===== src/rtl/rv_core_pkg.sv =====
// Shared core types: instruction word width, the canonical NOP, and the
// fetch-queue entry that pairs a fetched instruction with its PC.
package rv_core_pkg;

  localparam int XLEN = 32;
  localparam logic [XLEN-1:0] NOP_INSTR = 32'h0000_0013;

  typedef struct packed {
    logic [XLEN-1:0] pc;
    logic [XLEN-1:0] instr;
  } fetch_entry_t;

endpackage


===== src/rtl/fetch_queue.sv =====
// Circular sync FIFO of fetch entries with flush. Pointers wrap mod DEPTH,
// count runs 0..DEPTH. A push into a full queue is accepted only alongside a pop.
module fetch_queue
  import rv_core_pkg::*;
#(
  parameter int DEPTH = 2,
  localparam int PTR_W = $clog2(DEPTH),
  localparam int CNT_W = PTR_W + 1
) (
  input  logic               clk,
  input  logic               rst_n,
  input  logic               flush,
  input  logic               push,
  input  logic               pop,
  input  fetch_entry_t       push_entry,
  output fetch_entry_t       head_entry,
  output logic [CNT_W-1:0]   count
);

  fetch_entry_t mem_q [DEPTH];
  fetch_entry_t mem_d [DEPTH];
  logic [PTR_W-1:0] head_q, head_d;
  logic [PTR_W-1:0] tail_q, tail_d;
  logic [CNT_W-1:0] count_q, count_d;
  logic             empty, full;
  logic             push_ok, pop_ok;

  assign empty   = (count_q == '0);
  assign full    = (count_q == CNT_W'(DEPTH));
  assign pop_ok  = pop & ~empty;
  assign push_ok = push & (~full | pop_ok);

  always_comb begin
    mem_d   = mem_q;
    head_d  = head_q;
    tail_d  = tail_q;
    count_d = count_q;
    if (flush) begin
      head_d  = '0;
      tail_d  = '0;
      count_d = '0;
    end else begin
      if (push_ok) begin
        mem_d[tail_q] = push_entry;
        tail_d        = PTR_W'(tail_q + 1'b1);
      end
      if (pop_ok) begin
        head_d = PTR_W'(head_q + 1'b1);
      end
      unique case ({push_ok, pop_ok})
        2'b10:   count_d = count_q + CNT_W'(1);
        2'b01:   count_d = count_q - CNT_W'(1);
        default: count_d = count_q;
      endcase
    end
  end

  always_ff @(posedge clk or negedge rst_n) begin
    if (!rst_n) begin
      head_q  <= '0;
      tail_q  <= '0;
      count_q <= '0;
    end else begin
      head_q  <= head_d;
      tail_q  <= tail_d;
      count_q <= count_d;
    end
  end

  // Storage needs no reset: count_q alone decides which entries are live.
  always_ff @(posedge clk) begin
    mem_q <= mem_d;
  end

  assign head_entry = mem_q[head_q];
  assign count      = count_q;

endmodule


===== src/rtl/instr_fetch_unit.sv =====
// Instruction fetch: owns the PC, reads the combinational inst_mem, queues
// {pc, instr} pairs for decode, handles redirects and halts on out-of-range PCs.
module instr_fetch_unit
  import rv_core_pkg::*;
#(
  parameter logic [31:0] RESET_PC   = 32'h0000_0000,
  parameter int          DEPTH      = 2,
  parameter int          IMEM_WORDS = 1001
) (
  input  logic        clk,
  input  logic        rst_n,
  input  logic        fetch_en,
  output logic [31:0] imem_pc,
  input  logic [31:0] imem_instr,
  input  logic        redirect,
  input  logic [31:0] redirect_pc,
  output logic        dec_valid,
  input  logic        dec_ready,
  output logic [31:0] dec_instr,
  output logic [31:0] dec_pc,
  output logic        fetch_fault,
  output logic [31:0] fetch_count
);

  // Handshake: a word moves to decode on a cycle where dec_valid and dec_ready
  // are both high; dec_valid never depends on dec_ready, and dec_* hold stable
  // while dec_valid is high and dec_ready is low.

  localparam int          CNT_W    = $clog2(DEPTH) + 1;
  localparam logic [31:0] PC_LIMIT = 32'(IMEM_WORDS * 4);

  logic [31:0]      pc_q, pc_d;
  logic             fault_q, fault_d;
  logic [31:0]      fcount_q, fcount_d;
  logic             oob, pop, push, q_full;
  logic [CNT_W-1:0] q_count;
  fetch_entry_t     head, new_entry;

  assign oob       = (pc_q >= PC_LIMIT);
  assign q_full    = (q_count == CNT_W'(DEPTH));
  assign dec_valid = (q_count != '0);
  assign pop       = dec_valid & dec_ready;
  assign push      = fetch_en & ~redirect & ~fault_q & ~oob & (~q_full | pop);
  assign new_entry = '{pc: pc_q, instr: imem_instr};

  always_comb begin
    pc_d     = pc_q;
    fault_d  = fault_q;
    fcount_d = fcount_q;
    if (redirect) begin
      pc_d    = redirect_pc & ~32'd3;
      fault_d = 1'b0;
    end else begin
      if (oob) fault_d = 1'b1;
      if (push) begin
        pc_d     = pc_q + 32'd4;
        fcount_d = fcount_q + 32'd1;
      end
    end
  end

  always_ff @(posedge clk or negedge rst_n) begin
    if (!rst_n) begin
      pc_q     <= RESET_PC;
      fault_q  <= 1'b0;
      fcount_q <= '0;
    end else begin
      pc_q     <= pc_d;
      fault_q  <= fault_d;
      fcount_q <= fcount_d;
    end
  end

  fetch_queue #(.DEPTH(DEPTH)) u_queue (
    .clk        (clk),
    .rst_n      (rst_n),
    .flush      (redirect),
    .push       (push),
    .pop        (pop),
    .push_entry (new_entry),
    .head_entry (head),
    .count      (q_count)
  );

  assign imem_pc     = pc_q;
  assign dec_instr   = dec_valid ? head.instr : NOP_INSTR;
  assign dec_pc      = dec_valid ? head.pc : 32'd0;
  assign fetch_fault = fault_q;
  assign fetch_count = fcount_q;

endmodule

===== config.mk =====
export PLATFORM = sky130hd
export DESIGN_NAME = instr_fetch_unit
export DESIGN_NICKNAME = d
export VERILOG_FILES = /design/src/rtl/rv_core_pkg.sv /design/src/rtl/fetch_queue.sv /design/src/rtl/instr_fetch_unit.sv
export SDC_FILE = /design/constraint.sdc
export NUM_CORES = 1
export LEC_CHECK = 0
export ABC_CLOCK_PERIOD_IN_PS = 5750
export CORE_MARGIN = 8
export CORE_UTILIZATION = 49
export CTS_CLUSTER_DIAMETER = 50
export DETAILED_ROUTE_END_ITERATION = 12
export MAX_ROUTING_LAYER = met4
export PLACE_DENSITY = 0.8
export SYNTH_ARGS = -nofsm -noshare
export SYNTH_HDL_FRONTEND = slang
export SYNTH_SLANG_ARGS = --single-unit
export TNS_END_PERCENT = 1

===== constraint.sdc =====
create_clock -name clk -period 5.75 [get_ports clk]
set_clock_uncertainty 0.2 [all_clocks]
set_input_delay 0.8625 -clock clk [delete_from_list [all_inputs] [get_ports clk]]
set_output_delay 0.8625 -clock clk [all_outputs]
set_load 0.01 [all_outputs]

---- After elaboration in Yosys (flattened, before gate mapping) ----
Cells that the tools add are included.
cells by class
  reductions and logical operators ........ 10
  add/subtract/negate cells ............... 6
  shifts and indexed selects .............. 0
  order comparisons ....................... 4
  bitwise operators ....................... 16
  multipliers ............................. 0
  mux-type cells .......................... 18
  eq/ne operators ......................... 3
  divide/modulo/power cells ............... 0
operator list
  operator                                                                       count
  64-bit 2-to-1 mux                                                              4
  128-bit bitwise mux                                                            1
  32-bit 2-to-1 mux                                                              4
  64-bit demux with 1-bit select                                                 1
  32-bit by 1-bit adder with 32-bit output (second input constant)               1
  32-bit by 3-bit adder with 32-bit output (second input constant)               1
  32-bit by 12-bit >= comparator with 1-bit output (second input constant)       1
  2-bit nonzero test                                                             5
  1-bit AND                                                                      7
  1-bit 2-to-1 mux                                                               6
  1-bit NOT                                                                      5
  2-bit equality test (second input constant)                                    2
  2-bit >= comparator (second input constant)                                    2
  1-bit NOT with 2-bit output                                                    2
  2-bit case mux with 2 select lines                                             1
  2-bit AND reduction                                                            2
  3-bit nonzero test                                                             1
  1-bit adder (second input constant)                                            2
  2-bit by 1-bit adder with 2-bit output (second input constant)                 1
  2-bit by 1-bit equality test with 1-bit output (second input constant)         1
  2-bit logical NOT                                                              1
  2-bit by 1-bit less-than comparator with 1-bit output (second input constant)  1
  2-bit 2-to-1 mux                                                               1
  1-bit OR                                                                       2
  2 further kinds                                                                2
storage, ports and cells
  logic and storage cells ................. 67
  input port bits ......................... 69
  latch bits .............................. 0
  bits in writable memories ............... 0
  output and inout bits ................... 130
  register bits after elaboration ......... 197
  memories kept ........................... 0
  bits in read-only memories .............. 0

---- Depth between registers and ports, before layout ----
  word-level depth ........................ 9
  gate-level depth with buffers ........... 9
  mapped depth without buffers ............ 7

---- Hierarchy ----
A second synthesis with hierarchy kept.
second synthesis, totals
  cell total of the unflattened synthesis .. 570
  area total of the unflattened synthesis .. 8,535.7 um^2
by module, submodules not included
  module            instances  cells each  sequential area each (um^2)  area an instance (um^2)
  fetch_queue       1          224         3,943.8                      5,073.6
  instr_fetch_unit  1          346         1,576.5                      3,462.1

---- Worst setup path before layout ----
OpenSTA, ideal clock, no wires.
  path type ............................... reg-to-reg
  start point ............................. reg pc_q[3], in the netlist imem_pc[3]
  end point ............................... reg u_queue.mem_q[100] in the netlist's numbering, enable pin
  path buffers ............................ 1
  clock period less this slack ............ 4,741 ps
  data required time ...................... 5,066 ps
  data arrival time ....................... 4,057 ps
  stages on the path, launching flop included .. 8
  library setup time ...................... 484 ps
  setup slack ............................. 1,009 ps
  cells stage by stage .................... dfrtp_1 inv_1 ha_1 nor4b_4 or4b_1 buf_4 nand4_1 nor2_1
between the ends
  cells in the longest elaborated chain, start to end .. 6
RTL lines
  item                                              line                    source
  start: declaration                                instr_fetch_unit.sv:32  logic [31:0] pc_q, pc_d;
  start signal: assignment                          instr_fetch_unit.sv:68  pc_q <= pc_d;
  32-bit by 12-bit >= comparator with 1-bit output  instr_fetch_unit.sv:39  assign oob = (pc_q >= PC_LIMIT);
  1-bit NOT                                         instr_fetch_unit.sv:43  assign push = fetch_en & ~redirect & ~fault_q & ~oob & (~q_full | pop);
  1-bit AND (2 in a row)                            instr_fetch_unit.sv:43
  1-bit AND                                         fetch_queue.sv:31       assign push_ok = push & (~full | pop_ok);
  2-bit AND reduction (no line)                     -
  end signal: assignment                            fetch_queue.sv:72       mem_q <= mem_d;
  end: declaration                                  fetch_queue.sv:20       fetch_entry_t mem_q [DEPTH];
No other way between the ends.
A chain may end at the register's enable or synchronous reset.

---- Worst setup path in the final report ----
  start point ............................. reg u_queue.head_q
  end point ............................... out dec_instr[5]
between the ends
  cells in the longest elaborated chain, start to end .. 5
RTL lines
  item                                                  line                    source
  start: declaration                                    fetch_queue.sv:22       logic [PTR_W-1:0] head_q, head_d;
  start signal: assignment                              fetch_queue.sv:60       head_q <= '0;
  start signal: assignment                              fetch_queue.sv:64       head_q <= head_d;
  1-bit NOT with 2-bit output (implied by the code)     fetch_queue.sv:75       assign head_entry = mem_q[head_q];
  64-bit 2-to-1 mux (implied by the code) (3 in a row)  fetch_queue.sv:75
  32-bit 2-to-1 mux                                     instr_fetch_unit.sv:86  assign dec_instr = dec_valid ? head.instr : NOP_INSTR;
  end: declaration                                      instr_fetch_unit.sv:19  output logic [31:0] dec_instr,
No other way between the ends. The select of a mux whose other input is x is not followed.

==> run_results.csv <==
group,metric,value,unit
logic_synthesis,synthCells,562,
place,portBuffers,192,
clock_tree,insertion_delay,420,ps
sta,worst_pin_slew,1110,ps
sta,rsz0062_at_grt,"false",
sta,fin_crit,3630,ps
logic_synthesis,synth.top_cell.area_share,46.4,%
global_routing,grt_pass1_wl,29.2,mm
layout,stdcell_area,10800,um^2
critical_path,arrival,2570,ps
floorplan,io_pins,199,
min_path,hold_path_startpoint,"fetch_count[31]",
detailed_routing,final_antenna_net_count,0,
critical_path,crit_path_max_fanout,63,
power,finalPower,2880,uW
global_routing,grt-ovfl-total,0,
logic_synthesis,ys_seq_area_share,67.2,%
detailed_routing,wl,18.8,mm
sta,setup_viol_count_final,0,
sta,maxSlewHeadroom,26.1,%
logic_synthesis,synth_common_cells,"edfxtp_1, nor2_1, dfrtp_1",
layout,drive_gt1_share,10.7,%
sta,min_period_over_period,63.2,%
clock_tree,cts_resized,0,
sta,whs,278,ps
critical_path,crit_path_end_kind,"output pin",
logic_synthesis,netlist_top_cells_area,"edfxtp_1, dfrtp_1, mux2i_1",
critical_path,r2r_slack,2140,ps
clock_tree,cts_buffers,17,
detailed_routing,wire_per_inst,19.0,um
clock_tree,cts.sinks,191,
detailed_routing,route.detailed.drc,0,
floorplan,rows,47,
floorplan,core,16300,um^2
place,placed_area,10200,um^2
layout,fin_nets,829,
layout,syn2layout_area_growth,34.1,%
sta,hold_viol_final,0,
logic_synthesis,post-synth-top-area-cell,"edfxtp_1",
clock_tree,cts_root_buf,"clkbuf_16",
min_path,min_to,"fetch_count[31]",
global_routing,grt_max_degree,68,
logic_synthesis,synth_edf_count,124,
clock_tree,h-tree-depth,4,
place,finalWeightedCongestion,0.860,
detailed_routing,vias_per_cell,5.20,
power,worst_ir_drop_vdd,0.000205,V
sta,slew_violations,0,
place,dpl.hpwl,13.0,mm
global_routing,antenna_found_initial,1,
job,maxCapViolations,0,
critical_path,startpoint_type,"flip-flop",
floorplan,start_util,49.3,%
sta,timing.fmax,275,MHz
logic_synthesis,async_flop_share,35.1,%
power,power.leakage,0.00381,uW
critical_path,crit_type,"flip-flop to output pin",
critical_path,required,4690,ps
min_path,hold_depth,1,
global_routing,grt_use_total,19.0,%
logic_synthesis,syn_area_per_cell,14.3,um^2
critical_path,rr_startpoint,"imem_pc[3]",
logic_synthesis,ys_types,47,
floorplan,die_w,144,um
clock_tree,cts.clk_slew.worst_paths,70,ps
clock_tree,clock_path_buffers,2,
layout,fin_util,66.1,%
logic_synthesis,synth-seq-cells,191,
status,status,"finished, final reports clean",
logic_synthesis,yosys_warnings,0,
logic_synthesis,ys.flop_type,"edfxtp_1",
detailed_routing,first_pass_iters,5,
logic_synthesis,synth_most_common_cell,"edfxtp_1",
clock_tree,cts_tree,"yes",
critical_path,r2r-end,"u_queue.mem_q[40]",
logic_synthesis,synth_area,8030,um^2
global_routing,grt_pass1_vias,5493,
floorplan,die_y,144,um
min_path,hold_class,"flip-flop to flip-flop",
clock_tree,hold_buffers,0,
sta,finalSetupTns,0,ps
detailed_routing,drtIter0Drc,324,
detailed_routing,via_count,5145,
clock_tree,post-cts-setup-buffers,0,
power,powerDensity,267,nW/um^2
floorplan,die_area,20700,um^2
critical_path,r2r_cells,7,
[logic make-up after synthesis]
family | count (synthesis) | synth area share (%)
buffers and inverters | 37 | 2.15
other | 1 | 0.0467
adders and majority gates | 4 | 0.623
AOI/OAI and AO/OA | 16 | 1.39
and+or+nand+nor | 192 | 13.7
xor gates and xnor gates | 35 | 3.82
DFF | 191 | 67.2
muxes | 86 | 11.1
[placed cells by master, fill, tap and decap left out, drive strengths merged, types with 6 or more instances in the layout]
master         synthesis  layout
mux2i                 64      64
nand4                 14      14
clkinv                 0       7
nor2                  81      81
dfrtp                 67      67
nand2                 29      29
xnor2                 15      15
mux2                  22      22
inv                   13      15
edfxtp               124     124
buf                   13       6
clkdlybuf4s50          0     190
o21ai                  6       6
nand3                 18      18
xor2                  20      20
nor4                  16      16
clkbuf                11      17
nor3                  11      11
[critical path, cell delays in order, from the launching register on]
cell             delay (ps)
dfrtp_4                1160
mux2i_1                 210
nor2_1                  170
clkdlybuf4s50_1         570
[layer usage]
layer	routed length (um)	share of wire, %	vias up	global-route usage (%)
met1	8090	43	2536	23.6
li1	-	-	2424	-
met2	9090	48	167	30.0
met3	1420	7.6	18	5.35
met4	182	0.97	0	5.26
met5	0	0	-	-
[how the worst max path moves through the flow]
| stage | start | slack [ps] | cells past startpoint | to |
|---|---|---|---|---|
| 2_1_floorplan | imem_pc[3] | 1010 | 7 | u_queue.mem_q[100] |
| 4_1_cts | u_queue.head_q | 2070 | 3 | dec_pc[20] |
| 3_5_place_dp | redirect | 1700 | 6 | u_queue.mem_q[29] |
| 5_1_grt | imem_pc[3] | 1930 | 7 | u_queue.mem_q[40] |
| 6_report | u_queue.head_q | 2120 | 3 | dec_instr[5] |
| 3_3_place_gp | redirect | 1770 | 6 | u_queue.mem_q[28] |
[power by group]
group          internal, uW  switching [uW]  leakage (uW)
clock network           682             499      0.000282
logic                   101            68.9       0.00157
registers              1490            39.2       0.00196
total                  2270             607       0.00381
[per-stage QoR]
step           std cells  setup WS [ps]
2_1_floorplan        565           1010
3_3_place_gp         957           1770
3_5_place_dp         957           1700
4_1_cts              989           2070
5_1_grt              990           1930
6_report             990           2120
[area by class of cell]
type	count	area [um^2]
fill	1163	5520
sequential	191	5400
multi-input combinational	337	2490
timing repair buffer	196	1950
clock buffer	17	425
tap	220	275
clock inverter	15	169
inverter	13	48.8
antenna	1	2.50
[flip-flops by register name (all words and copies together), names as in the netlist]
register,cells
u_queue.head_q,1
u_queue.count,2
u_queue.tail_q,1
fetch_count,32
fetch_fault,1
u_queue.mem_q,124
imem_pc,30
Note: power is estimated with default switching activity, not from simulation.
